<file path="config.mk">
export PLATFORM = sky130hd
export DESIGN_NAME = seg_scan_driver
export DESIGN_NICKNAME = d
export VERILOG_FILES = /design/src/rtl/seg_scan_driver.sv
export SDC_FILE = /design/constraint.sdc
export NUM_CORES = 1
export LEC_CHECK = 0
export ABC_AREA = 0
export BUFFER_PORTS_ARGS = -buffer_cell sky130_fd_sc_hd__buf_4
export CORE_MARGIN = 2
export CORE_UTILIZATION = 45
export DETAILED_ROUTE_END_ITERATION = 16
export PLACE_DENSITY = 0.67
export SYNTH_ARGS = -nofsm -noshare
export SYNTH_HDL_FRONTEND = slang
export SYNTH_SLANG_ARGS = --single-unit
</file>
<file path="constraint.sdc">
create_clock -name clk -period 5.64 [get_ports clk]
set_clock_uncertainty 0.15 [all_clocks]
set_input_delay 0.564 -clock clk [delete_from_list [all_inputs] [get_ports clk]]
set_output_delay 0.564 -clock clk [all_outputs]
set_load 0.01 [all_outputs]
</file>
<file path="src/rtl/seg_scan_driver.sv">
// Multiplexed 7-segment scan driver: double-buffered digits, dead-time blanking between
// slots, optional leading-zero suppression; all outputs registered.
module seg_scan_driver #(
   parameter int          NUM_DIGITS   = 4,
   parameter logic [15:0] SCAN_DIV     = 16'd25,
   parameter logic [15:0] BLANK_CYCLES = 16'd2
) (
   input  logic                    clk,
   input  logic                    reset,
   input  logic                    load,
   input  logic [4*NUM_DIGITS-1:0] digits_in,
   input  logic [NUM_DIGITS-1:0]   dp_in,
   input  logic                    lz_blank,
   output logic [6:0]              segment_out,
   output logic                    dp_out,
   output logic [NUM_DIGITS-1:0]   digit_sel,
   output logic                    frame_strb
);

   logic [4*NUM_DIGITS-1:0] r_shadow;
   logic [NUM_DIGITS-1:0]   r_shadow_dp;
   logic [4*NUM_DIGITS-1:0] r_active;
   logic [NUM_DIGITS-1:0]   r_active_dp;
   logic                    r_pending;
   logic                    r_live;
   logic [15:0]             r_cyc;
   logic [2:0]              r_slot;

   logic                    w_last_cyc;
   logic                    w_last_slot;
   logic                    w_frame_end;
   logic [15:0]             w_cyc_nxt;
   logic [2:0]              w_slot_nxt;
   logic                    w_show;
   logic                    w_strb_nxt;
   logic                    w_zero_run;
   logic [NUM_DIGITS-1:0]   w_lz_mask;
   logic [NUM_DIGITS-1:0]   w_sel_nxt;
   logic [3:0]              w_digit;
   logic                    w_dp_bit;
   logic                    w_blank_dig;

   function automatic logic [6:0] seg_decode(input logic [3:0] d);
      case (d)
         4'h0: seg_decode = 7'h3F;
         4'h1: seg_decode = 7'h06;
         4'h2: seg_decode = 7'h5B;
         4'h3: seg_decode = 7'h4F;
         4'h4: seg_decode = 7'h66;
         4'h5: seg_decode = 7'h6D;
         4'h6: seg_decode = 7'h7D;
         4'h7: seg_decode = 7'h07;
         4'h8: seg_decode = 7'h7F;
         4'h9: seg_decode = 7'h6F;
         4'hA: seg_decode = 7'h77;
         4'hB: seg_decode = 7'h7C;
         4'hC: seg_decode = 7'h39;
         4'hD: seg_decode = 7'h5E;
         4'hE: seg_decode = 7'h79;
         default: seg_decode = 7'h71;
      endcase
   endfunction

   // Outputs are computed for the slot/cycle being entered so they line up with the counters.
   always_comb begin
      w_last_cyc  = (r_cyc == SCAN_DIV - 16'd1);
      w_last_slot = (r_slot == 3'(NUM_DIGITS - 1));
      w_frame_end = w_last_cyc && w_last_slot;
      w_cyc_nxt   = w_last_cyc ? 16'd0 : r_cyc + 16'd1;
      if (w_last_cyc)
         w_slot_nxt = w_last_slot ? 3'd0 : r_slot + 3'd1;
      else
         w_slot_nxt = r_slot;
      w_show     = (w_cyc_nxt >= BLANK_CYCLES);
      w_strb_nxt = (w_cyc_nxt == SCAN_DIV - 16'd1) && (w_slot_nxt == 3'(NUM_DIGITS - 1));

      w_zero_run = 1'b1;
      w_lz_mask  = '0;
      for (int i = NUM_DIGITS - 1; i >= 1; i--) begin
         w_zero_run   = w_zero_run & (r_active[4*i +: 4] == 4'd0);
         w_lz_mask[i] = w_zero_run;
      end

      w_digit     = 4'd0;
      w_dp_bit    = 1'b0;
      w_blank_dig = 1'b0;
      w_sel_nxt   = '0;
      for (int i = 0; i < NUM_DIGITS; i++) begin
         if (w_slot_nxt == 3'(i)) begin
            w_digit      = r_active[4*i +: 4];
            w_dp_bit     = r_active_dp[i];
            w_blank_dig  = w_lz_mask[i];
            w_sel_nxt[i] = 1'b1;
         end
      end
   end

   always_ff @(posedge clk or posedge reset) begin
      if (reset) begin
         r_cyc  <= 16'd0;
         r_slot <= 3'd0;
      end else begin
         r_cyc  <= w_cyc_nxt;
         r_slot <= w_slot_nxt;
      end
   end

   // r_live keeps the display dark after reset until real data reaches the active buffer.
   always_ff @(posedge clk or posedge reset) begin
      if (reset) begin
         r_shadow    <= '0;
         r_shadow_dp <= '0;
         r_active    <= '0;
         r_active_dp <= '0;
         r_pending   <= 1'b0;
         r_live      <= 1'b0;
      end else if (load && w_frame_end) begin
         r_shadow    <= digits_in;
         r_shadow_dp <= dp_in;
         r_active    <= digits_in;
         r_active_dp <= dp_in;
         r_pending   <= 1'b0;
         r_live      <= 1'b1;
      end else if (w_frame_end && r_pending) begin
         r_active    <= r_shadow;
         r_active_dp <= r_shadow_dp;
         r_pending   <= 1'b0;
         r_live      <= 1'b1;
      end else if (load) begin
         r_shadow    <= digits_in;
         r_shadow_dp <= dp_in;
         r_pending   <= 1'b1;
      end
   end

   // A stale active buffer at the frame edge is harmless: the slot entered is always blank.
   always_ff @(posedge clk or posedge reset) begin
      if (reset) begin
         segment_out <= 7'd0;
         dp_out      <= 1'b0;
         digit_sel   <= '0;
         frame_strb  <= 1'b0;
      end else begin
         frame_strb <= w_strb_nxt;
         if (w_show) begin
            digit_sel   <= w_sel_nxt;
            segment_out <= (r_live && !(lz_blank && w_blank_dig)) ? seg_decode(w_digit) : 7'd0;
            dp_out      <= r_live & w_dp_bit;
         end else begin
            digit_sel   <= '0;
            segment_out <= 7'd0;
            dp_out      <= 1'b0;
         end
      end
   end

endmodule

</file>
Word-level counts from Yosys, hierarchy flattened --
Memory sizes are Yosys's and may differ from the RTL's. Cells that the tools add are included.
Word-level totals: flip-flop bits (word level) 74, latch bits 0, RAM bits 0, ROM bits 112, input port bits 24, output and inout port bits 13, logic and storage cells 78, memories kept 1
Operators by class: $add $sub $neg 2, multipliers 0, div/mod/pow operators 0, magnitude comparators 1, equality and inequality tests 7, shift-type cells 0, muxes and demuxes 37, bitwise gates (word level) 3, reductions and logical operators 15
Memory list:
- (no name shown) | words 16, bits a word 7, read ports 1, clocked after memory_dff 0, wr ports 0, RTL line 44 | case (d)
Operators with widths (number):
- $mux 16 | 6
- $mux 4 | 10
- $eq 16x5->1 const B | 2
- $mux 1 | 17
- $add 16x1->16 const B | 1
- $ge 16x2->1 const B | 1
- $mux 7 | 2
- $logic_not 4->1 | 3
- $eq 3x2->1 const B | 3
- $logic_and 1x1->1 | 6
- $mux 3 | 2
- $reduce_bool 2->1 | 2
- $add 3x1->3 const B | 1
- $and 1x1->1 | 3
- $eq 3x1->1 const B | 1
- $logic_not 3->1 | 1
- $reduce_bool 3->1 | 1
- $ne 2x2->1 const B | 1
- $reduce_and 2->1 | 1
- $logic_not 1->1 | 1

Longest topological paths before layout --
word-level depth 12, gate-level depth with buffers 14, gate-level depth less buffers 13

Worst setup path after synthesis --
No wires, ideal clock.
path kind reg-to-reg, start point register r_cyc[6], end point register segment_out[3], setup time 65 ps, data arrival time 3125 ps, required time 5425 ps, path slack 2300 ps, cell stages (with the launch flop) 15, buffers on the path 4, clock period less this slack 3340 ps, path through dfrtp_1 -> buf_6 -> or4_1 -> buf_2 -> nor4_2 -> buf_2 -> a21o_1 -> buf_4 -> nand2_1 -> o22ai_2 -> inv_1 -> ha_1 -> a21boi_0 -> a221oi_1 -> o21a_1
Between the ends: word-level cells in the longest chain between the ends 11, elaborated cells on any way between the ends 22, those cells by class add/sub (1); order compare (1); eq/ne (4); mux (11); reduce/logical (4); memory (1)
Ends and longest elaborated chain:
- from (decl) | RTL line 26 | logic [15:0] r_cyc;
- from (signal assigned) | RTL line 103 | r_cyc <= w_cyc_nxt;
- branches (longest 10 deep; another with $add 16x1->16)
- $mux 7 * | RTL line 145 | if (w_show) begin
- to (signal assigned) | RTL line 147 | segment_out <= (r_live && !(lz_blank && w_blank_dig)) ? seg_decode(w_digit) : 7'd0;
- to (decl) | RTL line 14 | output logic [6:0] segment_out,
Mark *: on every way between the ends. A chain may end at the register's enable or synchronous reset.

Worst setup path after layout --
Ends and elaborated chain as after synthesis.

==> results by group <==
Run status
  • Status: completed

Final layout
  • Most frequent cells in the layout: 74 x dfrtp_1, 38 x buf_4, 27 x nor2_1
  • Leading cell type in the layout, fill and taps excluded: dfrtp_1
  • Share of layout cells above drive strength 1: 0.245
  • Area growth syn-to-layout: 16.2%
  • Cell area after layout: 0.00441 mm^2
  • Antenna cells: 0
  • Final core area utilization: 0.537
  • Layout Nets: 405

Place
  • DP Area: 0.00414 mm^2
  • Dpl hpwl: 5.24 mm
  • Gpl congestion: 0.861
  • # port buffers: 36

Detailed routing
  • TritonRoute pass-1 iters: 4
  • DR WL/cell: 15.4 um
  • DRC: 0
  • DR vias/cell: 5.51
  • Vias post-DR: 2652
  • Final wirelength: 7.39 mm
  • DRT iter0 DRCs: 165
  • ANT nets after route: 0

Worst setup path
  • WP buf/inv: 1
  • Largest delay share family, worst path: simple AND/OR/NAND/NOR gates
  • CP max FO: 14
  • Worst setup path class: flip-flop to flip-flop
  • Crit path required time: 5.79 ns
  • Startpoint Class: flip-flop
  • Critical Path Sink Type: flip-flop
  • Crit-path slowest cell: nor4_2
  • WP data arrival: 4.25 ns
  • Cells along the critical path: or4_1 -> nor4_2 -> a21o_1 -> nand2_1 -> o22ai_2 -> inv_1 -> ha_1 -> a21boi_0 -> a221oi_1 -> o21a_1
  • CP max stage delay: 0.90 ns

Floorplan
  • Die width: 95.8 um
  • Die Span Y: 95.8 um
  • Die footprint: 0.00919 mm^2
  • Row count: 33
  • IO Count: 37
  • Core ar.: 0.00822 mm^2
  • Initial Util: 0.462

STA
  • Worst Tran Pin Value: 1.05 ns
  • Final min period: 4.10 ns
  • RSZ-0062 raised after global routing: false
  • Setup violations, final: 0
  • Max Clock Freq: 0.244 GHz
  • Slew HR: 0.292
  • Final Max Tran Viols: 0
  • Part of the cycle the worst path needs: 0.727
  • Setup TNS Final: 0 ns
  • Final Hold Viols: 0

Clock network
  • Worst-path clk slew: 0.08 ns
  • Clock Latency Late Sink: 0.35 ns
  • CTS Hold Bufs: 0
  • CTS root buffer: clkbuf_8
  • Clock buffer count from CTS: 9
  • Setup Buffers After CTS: 0
  • PostCTS Resize Cnt: 0
  • H-tree depth: 3
  • CTS sink cnt: 74
  • Longest Clk Path Bufs: 2
  • CTS tree: done

Synthesis
  • Ys async rst share: 1.00
  • Synth unique cells: 62
  • Post-synthesis average cell area: 11.3 um^2
  • Number of synthesized register bits: 74
  • Cell Area, Synth: 0.00380 mm^2
  • Mapped Cells: 337
  • Post-synth EDFFs: 0
  • Most used flip-flop cell after synthesis: dfrtp_1
  • Mapped Nets: 371
  • Sequential area share after synthesis: 0.488
  • Yosys Warn Count: 0

Global routing
  • Total GRT Usage: 0.179
  • Largest net degree at the start of global routing: 75
  • Global route total overflow: 0
  • Global-route wire length before repair: 12.5 mm
  • Antenna violations before repair: 0
  • Vias in the first global route: 2515

Pwr
  • Max rail drop VDD: 0.139 mV
  • Power Density: 275 mW/mm^2
  • Total Power: 1.21 mW
  • Leakage: 2.14 nW

Hold path
  • Worst Hold Class: input port to flip-flop

Flow run
  • Max_cap viols: 0
==> where the power goes <==
| part | switching [mW] | internal, mW |
|---|---|---|
| sequential | 0.0127 | 0.556 |
| combinational | 0.0444 | 0.0455 |
| clock | 0.202 | 0.352 |
| total | 0.259 | 0.953 |
==> cell usage after synthesis (all sizes together), types with 9 or more instances <==
master	n	share of area
a21oi	22	0.033
dfrtp	74	0.49
nor4	9	0.016
xor2	9	0.021
mux2	24	0.071
mux2i	22	0.058
nand2	21	0.021
o21ai	9	0.012
xnor2	9	0.021
ha	10	0.033
nand3	10	0.013
buf	10	0.017
nor2	27	0.027
inv	13	0.013
==> path summary, 6_finish.rpt <==
| check | depth (start not counted) | endpoint | startpoint | slack (ns) |
|---|---|---|---|---|
| worst max-delay path | 10 | segment_out[3]$_DFF_PP0_ | r_cyc[6]$_DFF_PP0_ | 1.54 |
| worst min-delay path | 2 | r_shadow[8]$_DFFE_PP0P_ | digits_in[8] | 0.29 |
| worst max register to register | 10 | segment_out[3]$_DFF_PP0_ | r_cyc[6]$_DFF_PP0_ | 1.54 |
| worst min register to register | 1 | r_shadow_dp[0]$_DFFE_PP0P_ | r_shadow_dp[0]$_DFFE_PP0P_ | 0.35 |
| max in group asynchronous | 3 | r_shadow[7]$_DFFE_PP0P_ | reset | 4.40 |
| min in group asynchronous | 3 | r_active_dp[3]$_DFFE_PP0N_ | reset | 0.34 |
==> layer usage <==
metal / global-route usage / routed length [um] / vias to the layer above
li1: - / - / 1298
met1: 0.271 / 3720 / 1273
met2: 0.252 / 3240 / 71
met3: 0.0446 / 342 / 10
met4: 0.0536 / 85 / 0
met5: 0 / 0 / -
==> area by class of cell <==
type,instances,area (um^2)
clock inverters,6,138
flip-flops and latches,74,1850
clock buffers,10,138
inverters,13,48.8
well taps,105,131
multi-input cells,235,1820
repair buffers,38,285
fillers,712,3800
==> flip-flops by register name (all words and copies together) (netlist names) <==
name	count
r_active	16
r_cyc	16
r_shadow	16
segment_out	7
digit_sel	4
r_active_dp	4
r_shadow_dp	4
r_slot	3
dp_out	1
frame_strb	1
r_live	1
r_pending	1
==> stage by stage <==
stage / std cells / setup WS [ns] / hold slack [ns]
final: 481 / 1.54 / 0.294
after global routing: 481 / 1.22 / 0.279
after CTS: 481 / 1.55 / 0.285
after detailed placement: 465 / 1.57 / 0.338
after global placement: 465 / 1.71 / 0.328
after floorplan: 337 / 2.30 / 0.297
==> cells by family after synthesis <==
group,share of synthesized area
AND/OR/NAND/NOR,0.139
AO/OA/AOI/OAI,0.129
multiplexers,0.135
XOR/XNOR,0.0415
adder cells (fa/ha/maj),0.0330
flip-flops,0.488
buffers and inverters,0.0346
No activity file was read; power rests on OpenSTA's default activity.
